===== src/rtl/satagtx_clk_seq.sv =====
// satagtx_clk_seq: per-tile clock/reset bring-up sequencer for SATA GTX/GTP tiles.
//
// Each tile holds its GTX PLL and user-clock DCM/PLL in reset, releases them in order,
// waits for both locks, qualifies them as stable and then raises tile_ready. A lock
// timeout or lock loss triggers a bounded number of retries before the tile latches
// tile_fail. A single-cycle restart pulse re-runs the sequence from the top.
//
// Optional build macro SATAGTX_LOCK_LOSS_CNT_EN adds the lock_loss_cnt output: one
// saturating 8-bit counter per tile that counts exits from the ready state caused by
// lock loss. It is cleared only by rst_n.

module satagtx_clk_seq #(
    parameter int unsigned C_NUM_TILES     = 2,
    parameter int unsigned C_RST_CYCLES    = 16,
    parameter int unsigned C_LOCK_TIMEOUT  = 65535,
    parameter int unsigned C_STABLE_CYCLES = 1024,
    parameter int unsigned C_MAX_RETRY     = 3
) (
    input  logic                     clk,
    input  logic                     rst_n,
    input  logic [C_NUM_TILES-1:0]   pll_lock,
    input  logic [C_NUM_TILES-1:0]   dcm_lock,
    input  logic [C_NUM_TILES-1:0]   restart,
    output logic [C_NUM_TILES-1:0]   gtx_reset,
    output logic [C_NUM_TILES-1:0]   dcm_reset,
    output logic [C_NUM_TILES-1:0]   tile_ready,
    output logic [C_NUM_TILES-1:0]   tile_fail,
    output logic                     all_ready
`ifdef SATAGTX_LOCK_LOSS_CNT_EN
    ,
    output logic [8*C_NUM_TILES-1:0] lock_loss_cnt
`endif
);

    // Terminal counter values: a phase lasting N cycles ends when the counter reads N-1.
    localparam logic [15:0] RstLast    = 16'(C_RST_CYCLES - 1);
    localparam logic [15:0] TimeoutLast = 16'(C_LOCK_TIMEOUT - 1);
    localparam logic [15:0] StableLast = 16'(C_STABLE_CYCLES - 1);
    localparam logic [3:0]  MaxRetry   = 4'(C_MAX_RETRY);

    typedef enum logic [2:0] {
        StRst,
        StPll,
        StDcm,
        StStable,
        StReady,
        StFail
    } tile_state_e;

    logic [C_NUM_TILES-1:0] pll_meta;
    logic [C_NUM_TILES-1:0] pll_s;
    logic [C_NUM_TILES-1:0] dcm_meta;
    logic [C_NUM_TILES-1:0] dcm_s;
    logic                   all_ready_q;

    // Two-flop synchronisers for the asynchronous lock detects.
    always_ff @(posedge clk or negedge rst_n) begin
        if (!rst_n) begin
            pll_meta <= '0;
            pll_s    <= '0;
            dcm_meta <= '0;
            dcm_s    <= '0;
        end else begin
            pll_meta <= pll_lock;
            pll_s    <= pll_meta;
            dcm_meta <= dcm_lock;
            dcm_s    <= dcm_meta;
        end
    end

    for (genvar i = 0; i < C_NUM_TILES; i++) begin : g_tile
        tile_state_e state_q;
        tile_state_e state_d;
        logic [15:0] cnt_q;
        logic [15:0] cnt_d;
        logic [3:0]  retry_q;
        logic [3:0]  retry_d;
        logic        retry_evt;
        logic        gtx_rst_l;
        logic        dcm_rst_l;
        logic        ready_l;
        logic        fail_l;
        logic        locks_ok;

        assign locks_ok = pll_s[i] & dcm_s[i];

        // State register with the shared phase counter and retry count.
        always_ff @(posedge clk or negedge rst_n) begin
            if (!rst_n) begin
                state_q <= StRst;
                cnt_q   <= '0;
                retry_q <= '0;
            end else begin
                state_q <= state_d;
                cnt_q   <= cnt_d;
                retry_q <= retry_d;
            end
        end

        // Next-state logic; restart overrides every lock, timeout and stable event.
        always_comb begin
            state_d   = state_q;
            cnt_d     = cnt_q;
            retry_d   = retry_q;
            retry_evt = 1'b0;
            if (restart[i]) begin
                state_d = StRst;
                cnt_d   = '0;
                retry_d = '0;
            end else begin
                unique case (state_q)
                    StRst: begin
                        if (cnt_q == RstLast) begin
                            state_d = StPll;
                            cnt_d   = '0;
                        end else begin
                            cnt_d = cnt_q + 16'd1;
                        end
                    end
                    StPll: begin
                        if (pll_s[i]) begin
                            state_d = StDcm;
                            cnt_d   = '0;
                        end else if (cnt_q == TimeoutLast) begin
                            retry_evt = 1'b1;
                        end else begin
                            cnt_d = cnt_q + 16'd1;
                        end
                    end
                    StDcm: begin
                        if (!pll_s[i]) begin
                            retry_evt = 1'b1;
                        end else if (dcm_s[i]) begin
                            state_d = StStable;
                            cnt_d   = '0;
                        end else if (cnt_q == TimeoutLast) begin
                            retry_evt = 1'b1;
                        end else begin
                            cnt_d = cnt_q + 16'd1;
                        end
                    end
                    StStable: begin
                        if (!locks_ok) begin
                            retry_evt = 1'b1;
                        end else if (cnt_q == StableLast) begin
                            state_d = StReady;
                            cnt_d   = '0;
                            retry_d = '0;
                        end else begin
                            cnt_d = cnt_q + 16'd1;
                        end
                    end
                    StReady: begin
                        if (!locks_ok) begin
                            retry_evt = 1'b1;
                        end
                    end
                    StFail: begin
                        cnt_d = '0;
                    end
                    default: begin
                        state_d = StRst;
                        cnt_d   = '0;
                    end
                endcase

                // Retry is a transition: either burn one retry or give up.
                if (retry_evt) begin
                    cnt_d = '0;
                    if (retry_q == MaxRetry) begin
                        state_d = StFail;
                    end else begin
                        retry_d = retry_q + 4'd1;
                        state_d = StRst;
                    end
                end
            end
        end

        // Output decode straight from the state register so flags move with the state.
        always_comb begin
            gtx_rst_l = 1'b1;
            dcm_rst_l = 1'b1;
            ready_l   = 1'b0;
            fail_l    = 1'b0;
            unique case (state_q)
                StRst: begin
                    gtx_rst_l = 1'b1;
                    dcm_rst_l = 1'b1;
                end
                StPll: begin
                    gtx_rst_l = 1'b0;
                    dcm_rst_l = 1'b1;
                end
                StDcm, StStable: begin
                    gtx_rst_l = 1'b0;
                    dcm_rst_l = 1'b0;
                end
                StReady: begin
                    gtx_rst_l = 1'b0;
                    dcm_rst_l = 1'b0;
                    ready_l   = 1'b1;
                end
                StFail: begin
                    fail_l = 1'b1;
                end
                default: begin
                    gtx_rst_l = 1'b1;
                    dcm_rst_l = 1'b1;
                end
            endcase
        end

        assign gtx_reset[i]  = gtx_rst_l;
        assign dcm_reset[i]  = dcm_rst_l;
        assign tile_ready[i] = ready_l;
        assign tile_fail[i]  = fail_l;

`ifdef SATAGTX_LOCK_LOSS_CNT_EN
        logic [7:0] loss_q;
        logic       ready_exit;

        // Only a lock-loss exit from ready counts; a restart in the same cycle wins.
        assign ready_exit = (state_q == StReady) & ~restart[i] & ~locks_ok;

        // Saturating lock-loss counter, deliberately untouched by restart.
        always_ff @(posedge clk or negedge rst_n) begin
            if (!rst_n) begin
                loss_q <= '0;
            end else if (ready_exit && (loss_q != 8'hff)) begin
                loss_q <= loss_q + 8'd1;
            end
        end

        assign lock_loss_cnt[8*i +: 8] = loss_q;
`endif
    end

    // Global ready lags the per-tile flags by one cycle in both directions.
    always_ff @(posedge clk or negedge rst_n) begin
        if (!rst_n) begin
            all_ready_q <= 1'b0;
        end else begin
            all_ready_q <= &tile_ready;
        end
    end

    assign all_ready = all_ready_q;

endmodule


===== config.mk =====
export PLATFORM = sky130hd
export DESIGN_NAME = satagtx_clk_seq
export DESIGN_NICKNAME = d
export VERILOG_FILES = /design/src/rtl/satagtx_clk_seq.sv
export SDC_FILE = /design/constraint.sdc
export NUM_CORES = 1
export LEC_CHECK = 0
export ABC_AREA = 0
export BUFFER_PORTS_ARGS = -buffer_cell sky130_fd_sc_hd__buf_4
export CORE_MARGIN = 3
export CORE_UTILIZATION = 40
export DETAILED_ROUTE_END_ITERATION = 6
export GPL_ROUTABILITY_DRIVEN = 0
export RECOVER_POWER = 50
export SYNTH_ARGS = -nofsm -noshare
export SYNTH_HDL_FRONTEND = slang
export SYNTH_SLANG_ARGS = --single-unit

===== constraint.sdc =====
create_clock -name clk -period 2.7 [get_ports clk]
set_input_delay 0.27 -clock clk [delete_from_list [all_inputs] [get_ports clk]]
set_output_delay 0.27 -clock clk [all_outputs]
set_load 0.02 [all_outputs]

# After elaboration in Yosys (flattened, before gate mapping)
# Index checks and enable logic that the tools add are counted.
# Widths: inputs -> output; s select.
# op_classes
addsub	4
eq_ne	34
mux	74
bitwise_logic	2
n_reduce_logical	15
# op_table
operator	count
$mux 16	18
$pmux 16 s5	2
$mux 3	18
$mux 4	12
$ne 4x4->1 const B	12
$add 16x1->16 const B	2
$eq 16x10->1 const B	2
$eq 16x16->1 const B	2
$eq 16x4->1 const B	2
$pmux 3 s5	2
$mux 1	20
$reduce_and 7->1	2
$eq 3x2->1 const B	4
$eq 3x3->1 const B	4
$add 4x1->4 const B	2
$eq 4x2->1 const B	2
$reduce_or 2->1	4
$reduce_or 4->1	2
$eq 3x1->1 const B	2
$logic_not 3->1	2
$ne 3x1->1 const B	2
$ne 3x3->1 const B	2
$pmux 1 s3	2
$reduce_and 3->1	2
other kinds (3)	5
# totals
reg_bits	55
inputBits	8

# Longest topological paths before layout
# logic_depth
word_depth	8
mapped_depth	10
depth_no_buf	8

# Worst setup path after synthesis
# OpenSTA, ideal clock, no wires.
# synth_path
kind	flip-flop to flip-flop
start	reg g_tile[0].cnt_q[0]
end	reg g_tile[0].cnt_q[14]
setup_time_ns	0.078
arrival_time_ns	2.029
required_ns	2.622
setup_slack_ns	0.593
path_stages_with_launch	11
n_path_buf	2
period_less_slack_ns	2.107
cell_sequence	dfrtp_1 > inv_1 > ha_1 > and4_1 > and4_1 > buf_2 > nor2_2 > o211ai_2 > buf_4 > a31o_1 > a21oi_1
# synth_via
elab_chain_len	8
# synth_rtl
element	line_no	text
start: declaration	74	logic [15:0] cnt_q;
start signal: assignment	95	cnt_q <= cnt_d;
parallel branches: the longest is 8 deep, another holds $add 16x1->16	-	
# Parallel ways; which one is timed is not known. The select of a mux whose other input is x is not followed.
# A chain may end at the register's enable or synchronous reset.

# Worst setup path in the final report
# layout_path
start	reg g_tile[1].state_q[0]
end	reg g_tile[1].cnt_q[13]
# layout_via
elab_chain_len	6
# layout_rtl
element	line_no	text
start: declaration	72	tile_state_e state_q;
start signal: assignment	90	state_q <= StRst;
start signal: assignment	94	state_q <= state_d;
$eq 3x3->1 / $eq 3x2->1 (equally long branches)	111	unique case (state_q)
$reduce_or 2->1 (no source line)	-	
$pmux 1 s3	111	
$mux 1	106	if (restart[i]) begin
$ne 4x4->1 (no source line) (tied with other cells)	-	
$reduce_and 3->1 (no source line) / $mux 16 (equally long branches)	-	
end signal: assignment	95	
end: declaration	74	
# Parallel ways exist; a longest one is shown, timed or not. The select of a mux whose other input is x is not followed.

==> results_dict.tcl <==
set metrics [dict create \
    status "finished clean" \
    synth-edff-count 0 \
    clock_latency_ns 0.31 \
    cts_tree "done" \
    pre_cts_slack_ns 0.365 \
    p_per_area_mw_per_mm2 674 \
    track_usage_pct 17.7 \
    syn_to_final_growth_pct 7.79 \
    htree_levels 2 \
    cts.sinks 55 \
    grt_max_degree 56 \
    drv_cap 0 \
    routed_wl_microns 8870 \
    mappedNetlistArea_sq_mm 0.00361 \
    overflow 0 \
    hold_violations 0 \
    fin_crit_ns 2.40 \
    cts_resized 0 \
    die-area_sq_mm 0.0102 \
    post_cts_buffers 0 \
    rsz0062_at_grt "no" \
    worst-setup-path-type "flip-flop to flip-flop" \
    finalNonFillerCells 520 \
    postRouteAntennaNets 0 \
    postSynth.topFlopCell "dfrtp_1" \
    synth_seq_area_share_pct 38.1 \
    antenna_found_initial 0 \
    grt_pass1_vias 2978 \
    crit_path_start_kind "flip-flop" \
    dr_total_vias 3214 \
    firstDrtPassIters 5 \
    nets 425 \
    fin_ws_ns 0.302 \
    fmax_mhz 417 \
    syn_nets 422 \
    cts-hold-fix-buffers 0 \
    setup_viol 0 \
    yosys_warnings 0 \
    die_y_microns 101 \
    ios 17 \
    drtIter0Drc 164 \
    drive_gt1_share_pct 12.9 \
    critPathRequiredTime_ns 2.93 \
    utilization_pct 44.5 \
    arrival_ns 2.63 \
    wl_per_cell_microns 17.1 \
    insertedDiodeCount 0 \
    max_slew_margin_pct 4.62 \
    route.detailed.drc 0 \
    async_flop_share_pct 100 \
    fin_crit_sh_pct 88.8 \
    syn_avg_cell_area_sq_um 8.86 \
    dpl.hpwl_microns 6280 \
    crit_path_max_fanout 12 \
    cts-root-buf "clkbuf_8" \
    portBuffers 16 \
    leakage_nw 1.74 \
    maxSlewViolCount 0 \
    vdd_ir_drop_max_uv 349 \
    tightest_slew_ns 1.43 \
    start_util_pct 41.2 \
    hold_path.class "input pin to flip-flop" \
    syn_inst 408 \
    final.setup_skew_ns 0.0115 \
    endpoint_kind "flip-flop" \
    via_per_inst 6.18 \
    synth_cell_type_count 64 \
    final.setup.tns_ns 0 \
    ys_seq_elements 55 \
    die_w_microns 101 \
    row_count 34 \
    cts.path.max_buffers 2 \
    placed_cells 512 \
    cts.clk_slew.worst_paths_ns 0.11 \
    fp.coreArea_sq_mm 0.00876 \
    grt_pass1_wl_microns 14800 \
    cts_buffers 5 \
]
## critical path: stages, from the launching register on
cell and delay (ns):
dfrtp_1 0.50, or3_1 0.50, a32oi_1 0.20, nor3_1 0.07, buf_4 0.14, a31oi_1 0.59
a31oi_1 0.18, a21oi_1 0.15
## area by class of cell
cell class / count / area (sq um)
Clock buffer: 6 / 82.6
Timing Repair Buffer: 27 / 200
Inverter: 12 / 45.0
Sequential cell: 55 / 1380
Fill cell: 872 / 4870
Tap cell: 108 / 135
Multi-Input combinational cell: 310 / 2020
Clock inverter: 2 / 35.0
## report_power, final
| group | internal [mW] | switching, mW |
|---|---|---|
| Sequential | 0.888 | 0.100 |
| Clock | 0.301 | 0.280 |
| Combinational | 0.456 | 0.601 |
## metrics by stage
| step | cell area (sq um) | hold WS, ns | total power, mW |
|---|---|---|---|
| 3_3_place_gp | 3780 | 0.335 | 2.04 |
| 3_5_place_dp | 3780 | 0.336 | 2.06 |
| 2_1_floorplan | 3610 | -0.0256 | 1.82 |
| 4_1_cts | 3900 | 0.0447 | 2.64 |
| 5_1_grt | 3900 | 0.0603 | 2.82 |
| 6_report | 3900 | 0.0816 | 2.63 |
## sequential cells by signal, indices dropped and copies added, names as in the netlist
| signal | flops |
|---|---|
| g_tile.cnt_q | 32 |
| g_tile.retry_q | 8 |
| g_tile.state_q | 6 |
| dcm_meta | 2 |
| dcm_s | 2 |
| pll_meta | 2 |
| pll_s | 2 |
| all_ready | 1 |
## synth_stat cells, types with 4 or more instances
library cell  count  share of area [%]
dfrtp_1          55                 38
a21oi_1          41                5.7
nor2_1           30                3.1
nand2_1          22                2.3
nand3_1          21                2.9
o21ai_0          16                2.2
and3_1           14                2.4
o22a_1           14                3.4
a31oi_1          12                2.1
nor3_1           12                1.7
or3_1            12                2.1
buf_2            11                1.5
inv_1            11                1.1
clkbuf_1         10                1.0
buf_4             9                1.9
nor2b_1           9                1.6
and4_1            7                1.7
nor4_1            7                1.2
a41oi_1           6                1.5
and2_1            6                1.0
ha_1              6                2.1
a211oi_1          5                1.0
or3b_1            5                1.2
a311oi_1          4               0.97
nand4_1           4               0.69
## layer usage
layer	global-route usage (%)	wire length, microns	up-vias
li1	-	-	1556
met4	5.01	125	0
met2	29.2	4230	93
met1	24.2	4130	1554
met3	2.63	387	11
met5	0	0	-
## logic make-up (layout without fill, tap and decap cells)
family	after synthesis	after routing	synth area share [%]
xor gates and xnor gates	1	1	0.242
AOI/OAI and AO/OA	131	131	25.1
muxes	5	5	1.49
and+or+nand+nor	167	167	27.0
adders and majority gates	6	6	2.08
buffers and inverters	43	47	5.99
DFF	55	55	38.1
## final timing paths
path,from,to,slack (ns),cells past startpoint
max in group asynchronous,rst_n,g_tile[1].cnt_q[10]$_DFFE_PN0P_,1.55,1
max reg2reg,g_tile[1].state_q[0]$_DFFE_PN0P_,g_tile[1].cnt_q[13]$_DFFE_PN0P_,0.30,7
min reg2reg,dcm_meta[0]$_DFF_PN0_,dcm_s[0]$_DFF_PN0_,0.36,0
min,pll_lock[1],pll_meta[1]$_DFF_PN0_,0.08,1
max,g_tile[1].state_q[0]$_DFFE_PN0P_,g_tile[1].cnt_q[13]$_DFFE_PN0P_,0.30,7
min in group asynchronous,rst_n,g_tile[1].cnt_q[5]$_DFFE_PN0P_,0.29,1
## placed cells by master (no fill, tap or decap), drive strengths merged, types with 3 or more instances in the layout
cell type | synthesis | layout
mux2 | 3 | 3
o22a | 14 | 14
and3 | 14 | 14
a211oi | 6 | 6
clkbuf | 10 | 11
and4 | 7 | 7
a41oi | 6 | 6
a31oi | 12 | 12
or3 | 12 | 12
nor3b | 3 | 3
ha | 6 | 6
nor3 | 13 | 13
a31o | 5 | 5
nand3b | 3 | 3
o21ai | 18 | 18
or4 | 3 | 3
buf | 21 | 22
a311oi | 4 | 4
nor4 | 9 | 9
nor2b | 9 | 9
nand4 | 5 | 5
nand3 | 21 | 21
inv | 12 | 12
a21oi | 43 | 43
or3b | 5 | 5
dfrtp | 55 | 55
nand2 | 22 | 22
nor2 | 31 | 31
and2 | 6 | 6
o211a | 3 | 3
(Power assumes the default switching activity.)
